==> src/rtl/mm_bus_arbiter_if.sv <==
// Bus bundle between two requesters (R0 = CPU, R1 = DMA/debug), the arbiter and one peripheral port.
// slave  : arbiter view (samples requests and per_rdy/per_rdata, drives acks, rdata, err and per_* strobes).
// master : environment view (drives requests and the peripheral response, observes the rest).
interface mm_bus_arbiter_if;
  // Requester 0
  logic        req0;
  logic        we0;
  logic [15:0] addr0;
  logic [15:0] wdata0;
  logic        ack0;
  logic [15:0] rdata0;
  // Requester 1
  logic        req1;
  logic        we1;
  logic [15:0] addr1;
  logic [15:0] wdata1;
  logic        ack1;
  logic [15:0] rdata1;
  // Completion status shared by both requesters
  logic        err;
  // Peripheral port
  logic        per_re;
  logic        per_we;
  logic [15:0] per_addr;
  logic [15:0] per_wdata;
  logic [15:0] per_rdata;
  logic        per_rdy;

  modport slave (
    input  req0, we0, addr0, wdata0,
    input  req1, we1, addr1, wdata1,
    output ack0, rdata0, ack1, rdata1, err,
    output per_re, per_we, per_addr, per_wdata,
    input  per_rdata, per_rdy
  );

  modport master (
    output req0, we0, addr0, wdata0,
    output req1, we1, addr1, wdata1,
    input  ack0, rdata0, ack1, rdata1, err,
    input  per_re, per_we, per_addr, per_wdata,
    output per_rdata, per_rdy
  );
endinterface

==> src/rtl/mm_bus_arbiter.sv <==
// Purpose: two-requester arbiter for the external memory-mapped bus, driving one peripheral port.
// Latency: request sampled in IDLE cycle t -> strobe in t+1 -> ack in t+2 at best; per_rdy stretches ACCESS.
// Backpressure: per_rdy low holds the strobe; after TIMEOUT strobe cycles the access aborts with err.
// Ports: clk, rst (sync, active high); bus (slave modport): req/we/addr/wdata in and ack/rdata out per
//        requester, shared err pulse, per_re/per_we/per_addr/per_wdata out, per_rdata/per_rdy in.
module mm_bus_arbiter #(
  parameter int          TIMEOUT  = 15,
  parameter logic [15:0] ERR_DATA = 16'hDEAD
) (
  input logic             clk,
  input logic             rst,
  mm_bus_arbiter_if.slave bus
);

  localparam int CW = $clog2(TIMEOUT + 1);
  localparam logic [CW-1:0] CNT_LAST = CW'(TIMEOUT - 1);

  typedef enum logic [1:0] {
    IDLE,
    ACCESS,
    DONE
  } state_t;

  state_t        state_q, state_d;
  logic          gnt_q, gnt_d;           // id of the requester being served
  logic          last_gnt_q, last_gnt_d; // id served most recently, loses the next tie
  logic [CW-1:0] cnt_q, cnt_d;
  logic          per_re_q, per_re_d;
  logic          per_we_q, per_we_d;
  logic [15:0]   per_addr_q, per_addr_d;
  logic [15:0]   per_wdata_q, per_wdata_d;
  logic          ack0_q, ack0_d;
  logic          ack1_q, ack1_d;
  logic          err_q, err_d;
  logic [15:0]   rdata0_q, rdata0_d;
  logic [15:0]   rdata1_q, rdata1_d;

  logic          sel;      // requester chosen in IDLE
  logic          sel_we;
  logic          fin;      // ACCESS ends this cycle
  logic [15:0]   fin_data; // data returned to the requester on a read

  always_comb begin
    state_d     = state_q;
    gnt_d       = gnt_q;
    last_gnt_d  = last_gnt_q;
    cnt_d       = cnt_q;
    per_re_d    = 1'b0;
    per_we_d    = 1'b0;
    per_addr_d  = per_addr_q;
    per_wdata_d = per_wdata_q;
    ack0_d      = 1'b0;
    ack1_d      = 1'b0;
    err_d       = 1'b0;
    rdata0_d    = rdata0_q;
    rdata1_d    = rdata1_q;
    sel         = 1'b0;
    sel_we      = 1'b0;
    fin         = 1'b0;
    fin_data    = bus.per_rdata;

    case (state_q)
      IDLE: begin
        if (bus.req0 || bus.req1) begin
          // On a tie the requester not served last wins; otherwise the lone requester.
          sel         = (bus.req0 && bus.req1) ? ~last_gnt_q : bus.req1;
          sel_we      = sel ? bus.we1 : bus.we0;
          gnt_d       = sel;
          last_gnt_d  = sel;
          cnt_d       = '0;
          per_re_d    = ~sel_we;
          per_we_d    = sel_we;
          per_addr_d  = sel ? bus.addr1 : bus.addr0;
          per_wdata_d = sel ? bus.wdata1 : bus.wdata0;
          state_d     = ACCESS;
        end
      end

      ACCESS: begin
        per_re_d = per_re_q;
        per_we_d = per_we_q;
        // per_rdy is checked first so it wins over a coinciding timeout.
        if (bus.per_rdy) begin
          fin = 1'b1;
        end else if (cnt_q == CNT_LAST) begin
          fin      = 1'b1;
          fin_data = ERR_DATA;
          err_d    = 1'b1;
        end else begin
          cnt_d = cnt_q + CW'(1);
        end
        if (fin) begin
          state_d  = DONE;
          per_re_d = 1'b0;
          per_we_d = 1'b0;
          ack0_d   = ~gnt_q;
          ack1_d   = gnt_q;
          // per_we_q still holds the access direction here; writes keep rdata.
          if (!per_we_q) begin
            if (gnt_q) rdata1_d = fin_data;
            else       rdata0_d = fin_data;
          end
        end
      end

      DONE: begin
        state_d = IDLE;
      end

      default: begin
        state_d = IDLE;
      end
    endcase
  end

  always_ff @(posedge clk) begin
    if (rst) begin
      state_q     <= IDLE;
      gnt_q       <= 1'b0;
      last_gnt_q  <= 1'b1;
      cnt_q       <= '0;
      per_re_q    <= 1'b0;
      per_we_q    <= 1'b0;
      per_addr_q  <= '0;
      per_wdata_q <= '0;
      ack0_q      <= 1'b0;
      ack1_q      <= 1'b0;
      err_q       <= 1'b0;
      rdata0_q    <= '0;
      rdata1_q    <= '0;
    end else begin
      state_q     <= state_d;
      gnt_q       <= gnt_d;
      last_gnt_q  <= last_gnt_d;
      cnt_q       <= cnt_d;
      per_re_q    <= per_re_d;
      per_we_q    <= per_we_d;
      per_addr_q  <= per_addr_d;
      per_wdata_q <= per_wdata_d;
      ack0_q      <= ack0_d;
      ack1_q      <= ack1_d;
      err_q       <= err_d;
      rdata0_q    <= rdata0_d;
      rdata1_q    <= rdata1_d;
    end
  end

  assign bus.ack0      = ack0_q;
  assign bus.ack1      = ack1_q;
  assign bus.rdata0    = rdata0_q;
  assign bus.rdata1    = rdata1_q;
  assign bus.err       = err_q;
  assign bus.per_re    = per_re_q;
  assign bus.per_we    = per_we_q;
  assign bus.per_addr  = per_addr_q;
  assign bus.per_wdata = per_wdata_q;

endmodule

==> src/flat_wrapper.sv <==
// flat-port wrapper written by rule: the top's interface ports become plain ports
module mm_bus_arbiter_flat 
#(
  parameter int          TIMEOUT  = 15,
  parameter logic [15:0] ERR_DATA = 16'hDEAD
)
  (clk, rst, bus_req0, bus_we0, bus_addr0, bus_wdata0, bus_req1, bus_we1, bus_addr1, bus_wdata1, bus_ack0, bus_rdata0, bus_ack1, bus_rdata1, bus_err, bus_per_re, bus_per_we, bus_per_addr, bus_per_wdata, bus_per_rdata, bus_per_rdy);
  mm_bus_arbiter_if bus_i ();
  input logic clk;
  input logic rst;
  input wire logic [$bits(bus_i.req0)-1:0] bus_req0;
  input wire logic [$bits(bus_i.we0)-1:0] bus_we0;
  input wire logic [$bits(bus_i.addr0)-1:0] bus_addr0;
  input wire logic [$bits(bus_i.wdata0)-1:0] bus_wdata0;
  input wire logic [$bits(bus_i.req1)-1:0] bus_req1;
  input wire logic [$bits(bus_i.we1)-1:0] bus_we1;
  input wire logic [$bits(bus_i.addr1)-1:0] bus_addr1;
  input wire logic [$bits(bus_i.wdata1)-1:0] bus_wdata1;
  output wire logic [$bits(bus_i.ack0)-1:0] bus_ack0;
  output wire logic [$bits(bus_i.rdata0)-1:0] bus_rdata0;
  output wire logic [$bits(bus_i.ack1)-1:0] bus_ack1;
  output wire logic [$bits(bus_i.rdata1)-1:0] bus_rdata1;
  output wire logic [$bits(bus_i.err)-1:0] bus_err;
  output wire logic [$bits(bus_i.per_re)-1:0] bus_per_re;
  output wire logic [$bits(bus_i.per_we)-1:0] bus_per_we;
  output wire logic [$bits(bus_i.per_addr)-1:0] bus_per_addr;
  output wire logic [$bits(bus_i.per_wdata)-1:0] bus_per_wdata;
  input wire logic [$bits(bus_i.per_rdata)-1:0] bus_per_rdata;
  input wire logic [$bits(bus_i.per_rdy)-1:0] bus_per_rdy;
  assign bus_i.req0 = bus_req0;
  assign bus_i.we0 = bus_we0;
  assign bus_i.addr0 = bus_addr0;
  assign bus_i.wdata0 = bus_wdata0;
  assign bus_i.req1 = bus_req1;
  assign bus_i.we1 = bus_we1;
  assign bus_i.addr1 = bus_addr1;
  assign bus_i.wdata1 = bus_wdata1;
  assign bus_ack0 = bus_i.ack0;
  assign bus_rdata0 = bus_i.rdata0;
  assign bus_ack1 = bus_i.ack1;
  assign bus_rdata1 = bus_i.rdata1;
  assign bus_err = bus_i.err;
  assign bus_per_re = bus_i.per_re;
  assign bus_per_we = bus_i.per_we;
  assign bus_per_addr = bus_i.per_addr;
  assign bus_per_wdata = bus_i.per_wdata;
  assign bus_i.per_rdata = bus_per_rdata;
  assign bus_i.per_rdy = bus_per_rdy;
  mm_bus_arbiter #(.TIMEOUT(TIMEOUT), .ERR_DATA(ERR_DATA)) u_core (.clk(clk), .rst(rst), .bus(bus_i));
endmodule
==> config.mk <==
export PLATFORM = sky130hd
export DESIGN_NAME = mm_bus_arbiter_flat
export DESIGN_NICKNAME = d
export VERILOG_FILES = /design/src/rtl/mm_bus_arbiter_if.sv /design/src/rtl/mm_bus_arbiter.sv /design/src/flat_wrapper.sv
export SDC_FILE = /design/constraint.sdc
export NUM_CORES = 1
export LEC_CHECK = 0
export ABC_AREA = 1
export CORE_MARGIN = 3
export CORE_UTILIZATION = 35
export CTS_CLUSTER_SIZE = 14
export DETAILED_ROUTE_END_ITERATION = 10
export PLACE_DENSITY = 0.77
export SYNTH_ARGS = -nofsm -noshare
export SYNTH_HDL_FRONTEND = slang
export SYNTH_SLANG_ARGS = --single-unit
==> constraint.sdc <==
create_clock -name clk -period 1.5 [get_ports clk]
set_input_delay 0.225 -clock clk [delete_from_list [all_inputs] [get_ports clk]]
set_output_delay 0.225 -clock clk [all_outputs]
set_load 0.01 [all_outputs]
==> results.md, run 1 <==
| Item | This run | Unit |
| --- | --- | --- |
| Clock group share of total power | 31.4 | % |
| Area of all placed cells without fillers | 5770 | µm² |
| Clock Tree Buf Depth | 2 | - |
| Total nets after synthesis | 613 | - |
| Starting density of the core | 36.6 | % |
| Total CTS buffers | 9 | - |
| Setup WS pre-CTS | -258 | ps |
| Antenna viol nets, final | 0 | - |
| Final critical-path share of the clock period | 98.2 | % |
| Antenna diode instance count | 0 | - |
| Violation count after the first detailed-route iteration | 109 | - |
| Mapped Cells | 524 | - |
| End of the worst register-to-register path | u_core.bus.rdata0[3] | - |
| Fraction of final layout cells with drive strength greater than 1 | 13.9 | % |
| Share of cell area taken by muxes after synthesis | 0 | % |
| Weighted congestion reported at the end of routability-driven placement | 0.805 | - |
| Worst-skew pair later-pin latency | 330 | ps |
| Logic pwr share | 23.3 | % |
| Wire length per cell | 12.6 | µm |
| Top cell type by total area after synthesis | sky130_fd_sc_hd__dfxtp_1 | - |
| Leakage power total | 0.00328 | µW |
| Number of buffers added on ports | 155 | - |
| Switching fraction of total power | 28.1 | % |
| Number of clock sinks | 77 | - |
| Post-synth EDFFs | 0 | - |
| I/O pin cnt | 156 | - |
| Final worst setup slack | 27.3 | ps |
| Clk Tree Root Cell | sky130_fd_sc_hd__clkbuf_8 | - |
| Area share of the largest cell type after synthesis | 44.7 | % |
| Worst reg-to-reg setup slack | 30 | ps |
| Number of remaining DRC errors | 0 | - |
| Data arrival time of the critical path | 1700 | ps |
| Share of the core filled with cells in the final layout | 61.2 | % |
| Overall track demand over capacity in global routing | 18.1 | % |
| Switching power of the nets | 1400 | µW |
| Storage cell area | 1540 | µm² |
| Pint | 3580 | µW |
| Worst Skew | 10.7 | ps |
| Sequential share of power | 45.4 | % |
| Critical path required time | 1730 | ps |
| Post-synthesis share of cell area spent on and, or, nand and nor gates | 40.1 | % |
| #FFs+latches synth | 77 | - |
| Total Die Area | 11100 | µm² |
| Achievable frequency | 679 | MHz |
| Classification of the worst setup path | reg -> reg | - |
| Count of endpoints failing setup in the final report | 0 | - |
| Startpoint Class | register | - |
| First-pass GRT wire length | 16.4 | mm |
| Final #Nets | 784 | - |
| Total vias in the final route | 3717 | - |
| Synth Flop Type | sky130_fd_sc_hd__dfxtp_1 | - |
| Setup repair after global routing missed its margin | yes | - |
| Worst Setup SP | u_core.cnt_q[0] | - |
| Wirelength, routed | 10.5 | mm |
| Crit Reg-Reg Startpoint | u_core.cnt_q[0] | - |
| Pin count of the biggest net entering global routing | 37 | - |
| Maximum ir drop on the vdd rail | 0.694 | mV |
| # rows | 35 | - |
| Yosys warning count | 0 | - |
| Final HPWL DP | 7.39 | mm |
| Avg Vias per Cell | 4.48 | - |
| Number of antenna violations at the first check in global routing | 0 | - |
| Die height | 105 | µm |
| Max-slew headroom | 63.2 | % |
| Most common cell in the synthesized netlist | sky130_fd_sc_hd__nand2_1 | - |
| Overflow left after global routing | 0 | - |
| Combinational family with the most area after synthesis | simple AND/OR/NAND/NOR gates | - |
| Reported max-cap violation count | 0 | - |
| Part of the Yosys area used for sequential elements | 44.7 | % |
| TritonCTS clock tree | built | - |
| Post-synthesis compound-gate area fraction | 4.39 | % |
| Placed inst area | 5180 | µm² |
| Transition time of the tightest slew-check pin | 552 | ps |
| Floorplan core area | 9420 | µm² |
| Max-slew violation count | 0 | - |
| Run status | finished, final reports clean | - |
| Proportion of synthesized flip-flops having asynchronous set or reset | 0 | % |
| Classification of the worst-slack hold path | reg -> reg | - |
| Max H-tree Level | 3 | - |
| Clock slew at reported path FFs | 80 | ps |
| Worst setup path endpoint | u_core.bus.rdata0[3] | - |
| Number of cells on the worst reg-to-reg path | 8 | - |
| Areal power density over the cells | 863 | nW/µm² |
| Layout area overhead | 67.3 | % |
| Total area of multi-input combinational cells | 1750 | µm² |
| Largest cells by area after synthesis | sky130_fd_sc_hd__dfxtp_1 (45%), sky130_fd_sc_hd__nand2_1 (26%), sky130_fd_sc_hd__nor2_1 (9.0%), sky130_fd_sc_hd__inv_1 (5.1%), sky130_fd_sc_hd__o21ai_0 (2.3%) | - |
| Vias in the first global route | 3517 | - |
| Sum Neg Setup Slack | 0 | ps |
| Adder-Cell Fraction of Synth Area | 0.726 | % |
| Capturing element type of the critical path | register | - |
| Post-synth cell types | 26 | - |
| Synth Area in XOR/XNOR | 0 | % |
| Crit path max fanout | 7 | - |
| Average size of a mapped cell | 6.58 | µm² |
| Most frequent cells after synthesis | sky130_fd_sc_hd__nand2_1 (237), sky130_fd_sc_hd__nor2_1 (83), sky130_fd_sc_hd__dfxtp_1 (77), sky130_fd_sc_hd__inv_1 (47), sky130_fd_sc_hd__o21ai_0 (16) | - |
| Fill cell instance count of the final layout | 809 | - |
| Hold buffer count at cts | 0 | - |
| Width of the chip | 105 | µm |
| Hold violation count in the final report | 0 | - |
| Post-layout min period | 1470 | ps |
| Syn Std Cell Area | 3450 | µm² |
| DRT Pass-1 Iters | 7 | - |
-- cells in the final DEF (no fill, tap or decap), drive strengths merged --
cell type | Yosys | final
nand2 | 240 | 242
clkdlybuf4s50 | 0 | 113
nor2 | 84 | 84
dfxtp | 77 | 77
inv | 49 | 50
dlymetal6s2s | 0 | 41
buf | 21 | 26
o21ai | 17 | 17
or2 | 12 | 12
clkbuf | 2 | 9
nand3 | 8 | 8
a21oi | 6 | 6
clkinvlp | 0 | 3
nor3 | 3 | 3
clkinv | 0 | 2
ha | 2 | 2
nand4 | 1 | 1
o211ai | 1 | 1
o22ai | 1 | 1
bufinv | 0 | 1
dlygate4sd2 | 0 | 1
-- worst min path at each step --
stage / startpoint / endpoint / slack [ps] / cells past startpoint
global route: u_core.bus.per_wdata[13] / u_core.bus.per_wdata[13] / 470 / 2
detailed placement: u_core.bus.per_addr[13] / u_core.bus.per_addr[13] / 440 / 2
global placement: u_core.bus.per_addr[10] / u_core.bus.per_addr[10] / 440 / 2
CTS: u_core.bus.per_wdata[13] / u_core.bus.per_wdata[13] / 450 / 2
floorplan: bus_addr1[0] / u_core.bus.per_addr[0] / 400 / 2
finish: u_core.bus.per_wdata[13] / u_core.bus.per_wdata[13] / 450 / 2
-- critical path, cell delays in order (launching register included) --
cell and delay (ps):
sky130_fd_sc_hd__dfxtp_2 340, sky130_fd_sc_hd__inv_2 50, sky130_fd_sc_hd__ha_4 150, sky130_fd_sc_hd__nand4_1 130, sky130_fd_sc_hd__clkinvlp_4 160, sky130_fd_sc_hd__buf_6 160, sky130_fd_sc_hd__or2_4 240, sky130_fd_sc_hd__nor2_2 100
sky130_fd_sc_hd__nor2_1 50
-- through the flow --
stage,power [µW],cells,hold slack (ps)
after global routing,5240,829,469
after floorplan,2780,524,401
final,4980,829,448
after CTS,5020,828,455
after global placement,3390,803,436
after detailed placement,3410,803,439
-- layout make-up --
type | count | share of cell area, %
Clock buffer | 9 | 2.15
Clock inverter | 7 | 1.26
Inverter | 49 | 3.26
Multi-Input combinational cell | 377 | 30.4
Sequential cell | 77 | 26.8
Tap cell | 129 | 2.80
Timing Repair Buffer | 181 | 33.3
-- what timing repair did --
item	in CTS	in global routing
buffers inserted	8	0
resized for setup	13	87
endpoints found under the setup margin	33	73
gates cloned	1	1
pin swaps	5	23
-- logic make-up (layout without fill, tap and decap cells) --
logic type / Yosys count / in the layout
and+or+nand+nor: 348 / 350
AOI/OAI and AO/OA: 25 / 25
adders and majority gates: 2 / 2
DFF: 77 / 77
buffers and inverters: 72 / 246
-- routing by layer --
metal | share of wire [%] | routed length [µm] | vias up | GRT usage (%)
met2 | 50 | 5240 | 154 | 31.5
li1 | - | - | 1900 | -
met1 | 38 | 3980 | 1649 | 20.0
met3 | 10 | 1050 | 14 | 7.04
met5 | 0 | 0 | - | 0
met4 | 1.7 | 180 | 0 | 6.37
-- state kept, by name (all words and copies together), names as in the netlist --
signal and count:
u_core.bus.per_re 1, u_core.state_q 2, u_core.last_gnt_q 1, u_core.bus.ack1 1
u_core.bus.ack0 1, u_core.bus.per_wdata 16, u_core.bus.rdata1 16, u_core.gnt_q 1
u_core.cnt_q 4, u_core.bus.per_addr 16, u_core.bus.rdata0 16, u_core.bus.err 1
u_core.bus.per_we 1
-- power groups by stage --
stage	sequential, µW	clock [µW]	combinational (µW)
finish	2260	1560	1160
global route	2270	1690	1270
CTS	2260	1620	1140
detailed placement	2310	0	1110
global placement	2300	0	1080
floorplan	2360	0	417
No activity file was read; power rests on OpenSTA's default activity.
==> run 2, diff against run 1 <==
--- a/config.mk
+++ b/config.mk
@@ -6,11 +6,13 @@
 export NUM_CORES = 1
 export LEC_CHECK = 0
 export ABC_AREA = 1
+export CAP_MARGIN = 20
 export CORE_MARGIN = 3
 export CORE_UTILIZATION = 35
 export CTS_CLUSTER_SIZE = 14
 export DETAILED_ROUTE_END_ITERATION = 10
 export PLACE_DENSITY = 0.77
+export RECOVER_POWER = 25
 export SYNTH_ARGS = -nofsm -noshare
 export SYNTH_HDL_FRONTEND = slang
 export SYNTH_SLANG_ARGS = --single-unit
==> run 2 against run 1 <==
Cell count unchanged. Total power decreased by 0.17%. Worst setup slack got worse by 1.6 ps. Register-to-register slack about the same. Clock power about the same. First-iteration DRC count increased by 17%. Combinational power about the same. Hold slack improved by 2.9 ps. Clock skew increased by 0.70 ps. Critical path type unchanged. Highest routed layer unchanged.
==> results.md, run 2 (synthesis results as in run 1) <==
| Item | This run | Unit | vs previous |
| --- | --- | --- | --- |
| Violation count after the first detailed-route iteration | 127 | - | was 109 |
| Final critical-path share of the clock period | 98.3 | % | was 98.2% |
| Max H-tree Level | 3 | - | unchanged |
| Commonest cells after routing, fill and taps aside | sky130_fd_sc_hd__nand2_1 (236), sky130_fd_sc_hd__clkdlybuf4s50_1 (113), sky130_fd_sc_hd__dfxtp_1 (75) | - | unchanged |
| Number of buffers added on ports | 155 | - | unchanged |
| Post-layout min period | 1470 | ps | about the same |
| Total Die Area | 11100 | µm² | unchanged |
| Most common cell after layout, fill and taps aside | sky130_fd_sc_hd__nand2_1 | - | unchanged |
| End of the worst register-to-register path | u_core.bus.rdata0[3] | - | unchanged |
| Layout area overhead | 64.1 | % | was 67.3% |
| # rows | 35 | - | unchanged |
| Startpoint Class | register | - | unchanged |
| I/O pin cnt | 156 | - | unchanged |
| DRT Pass-1 Iters | 4 | - | was 7 |
| Die height | 105 | µm | unchanged |
| Reported max-cap violation count | 0 | - | unchanged |
| Number of remaining DRC errors | 0 | - | unchanged |
| Clock Tree Buf Depth | 2 | - | unchanged |
| Hold buffer count at cts | 0 | - | unchanged |
| Non-filler instance count after layout | 829 | - | unchanged |
| Pin count of the biggest net entering global routing | 37 | - | unchanged |
| Fraction of final layout cells with drive strength greater than 1 | 13.9 | % | unchanged |
| Clock slew at reported path FFs | 80 | ps | about the same |
| Hold-critical path depth | 2 | - | unchanged |
| Total vias in the final route | 3685 | - | was 3717 |
| Worst-skew pair later-pin latency | 340 | ps | was 330 ps |
| Max-slew headroom | 63.1 | % | was 63.2% |
| Maximum ir drop on the vdd rail | 0.699 | mV | was 0.694 mV |
| Worst reg-to-reg setup slack | 30 | ps | about the same |
| Setup repair after global routing missed its margin | yes | - | unchanged |
| HP Start | u_core.bus.per_wdata[13] | - | unchanged |
| Hold violation count in the final report | 0 | - | unchanged |
| Worst Skew | 11.4 | ps | was 10.7 ps |
| Starting density of the core | 36.6 | % | unchanged |
| Data arrival time of the critical path | 1710 | ps | was 1700 ps |
| Final worst setup slack | 25.7 | ps | was 27.3 ps |
| First-pass GRT wire length | 16.4 | mm | unchanged |
| Antenna viol nets, final | 0 | - | unchanged |
| Leakage power total | 0.00285 | µW | was 0.00328 µW |
| Floorplan core area | 9420 | µm² | unchanged |
| Crit Reg-Reg Startpoint | u_core.cnt_q[0] | - | unchanged |
| Clk Tree Root Cell | sky130_fd_sc_hd__clkbuf_8 | - | unchanged |
| Achievable frequency | 678 | MHz | was 679 MHz |
| Overall track demand over capacity in global routing | 18.1 | % | unchanged |
| Capturing element type of the critical path | register | - | unchanged |
| Crit path max fanout | 7 | - | unchanged |
| Classification of the worst-slack hold path | reg -> reg | - | unchanged |
| Number of instances in the placed design | 803 | - | unchanged |
| Width of the chip | 105 | µm | unchanged |
| Number of clock sinks | 77 | - | unchanged |
| Vias in the first global route | 3517 | - | unchanged |
| Critical path required time | 1730 | ps | about the same |
| Antenna diode instance count | 0 | - | unchanged |
| Overflow left after global routing | 0 | - | unchanged |
| Classification of the worst setup path | reg -> reg | - | unchanged |
| Weighted congestion reported at the end of routability-driven placement | 0.805 | - | unchanged |
| Number of antenna violations at the first check in global routing | 0 | - | unchanged |
| Total CTS buffers | 9 | - | unchanged |
| Final #Nets | 784 | - | unchanged |
| Count of endpoints failing setup in the final report | 0 | - | unchanged |
| Wirelength, routed | 10.5 | mm | about the same |
| Number of cells on the worst reg-to-reg path | 8 | - | unchanged |
| Areal power density over the cells | 879 | nW/µm² | was 863 nW/µm² |
| Power consumption | 4970 | µW | was 4980 µW |
| Wire length per cell | 12.6 | µm | about the same |
| Hold Crit Endpoint | u_core.bus.per_wdata[13] | - | unchanged |
| Setup WS pre-CTS | -258 | ps | unchanged |
| TritonCTS clock tree | built | - | unchanged |
| Transition time of the tightest slew-check pin | 552 | ps | about the same |
| Run status | finished, final reports clean | - | unchanged |
| Max-slew violation count | 0 | - | unchanged |
| Final HPWL DP | 7.39 | mm | unchanged |
| Avg Vias per Cell | 4.45 | - | was 4.48 |
==> run 2: cell types whose count changed in the layout (fill, tap and decap cells not counted), sizes merged <==
cell           delta
dlymetal6s2s     -24
clkdlybuf4s25    +16
clkbuf            +8
==> run 2: per-stage QoR <==
step | setup TNS, ps | utilization, % | hold WS [ps] | instance area (µm²)
final | 0 | 60.1 | 451 | 5660
after global placement | -7010 | 55.0 | 436 | 5180
after CTS | 0 | 58.5 | 455 | 5510
after global routing | -997 | 60.1 | 470 | 5660
after floorplan | 0 | - | 401 | 3450
after detailed placement | -9760 | 55.0 | 439 | 5180
==> run 2: layout make-up <==
type	instances	area, µm²
clock buffer	9	124
clock inverter	7	72.6
fill	833	3760
inverter	49	188
multi-input combinational	377	1750
sequential	77	1540
tap	129	161
timing repair buffer	181	1810
==> run 2: worst max-delay path, cell delays in order, from the launching register on <==
cell	delay [ps]
sky130_fd_sc_hd__dfxtp_2	340
sky130_fd_sc_hd__inv_2	50
sky130_fd_sc_hd__ha_4	150
sky130_fd_sc_hd__nand4_1	130
sky130_fd_sc_hd__clkinvlp_4	160
sky130_fd_sc_hd__buf_6	160
sky130_fd_sc_hd__or2_4	240
sky130_fd_sc_hd__nor2_2	100
sky130_fd_sc_hd__nor2_1	50
==> run 2: repair_timing <==
action | 4_1_cts | 5_1_grt
setup endpoints to repair | 33 | 73
hold endpoints to repair | 0 | 0
gates resized for setup | 13 | 87
pin swaps | 5 | 23
setup buffers | 8 | 0
gates cloned | 1 | 1
==> run 2: worst max path at each step <==
stage / start / to / depth (start not counted)
after floorplan: u_core.cnt_q[0] / u_core.bus.rdata0[0] / 8
after global placement: bus_per_rdy / u_core.bus.rdata1[11] / 7
after detailed placement: bus_per_rdy / u_core.bus.rdata1[15] / 7
after CTS: u_core.bus.rdata1[9] / bus_rdata1[9] / 1
after global routing: u_core.cnt_q[0] / u_core.bus.rdata0[3] / 8
final: u_core.cnt_q[0] / u_core.bus.rdata0[3] / 8
==> run 2: metal layers <==
layer	vias to the layer above	routed length [µm]	GRT usage [%]
met3	18	1020	7.04
met4	0	211	6.37
met2	142	5140	31.5
met1	1625	4090	20.0
met5	-	0	0
li1	1900	-	-
==> run 2: power by group <==
part           switching (µW)  internal (µW)  total, µW
registers                74.5           2190       2260
clock network             797            775       1570
logic                     542            594       1140
total                    1410           3550       4970
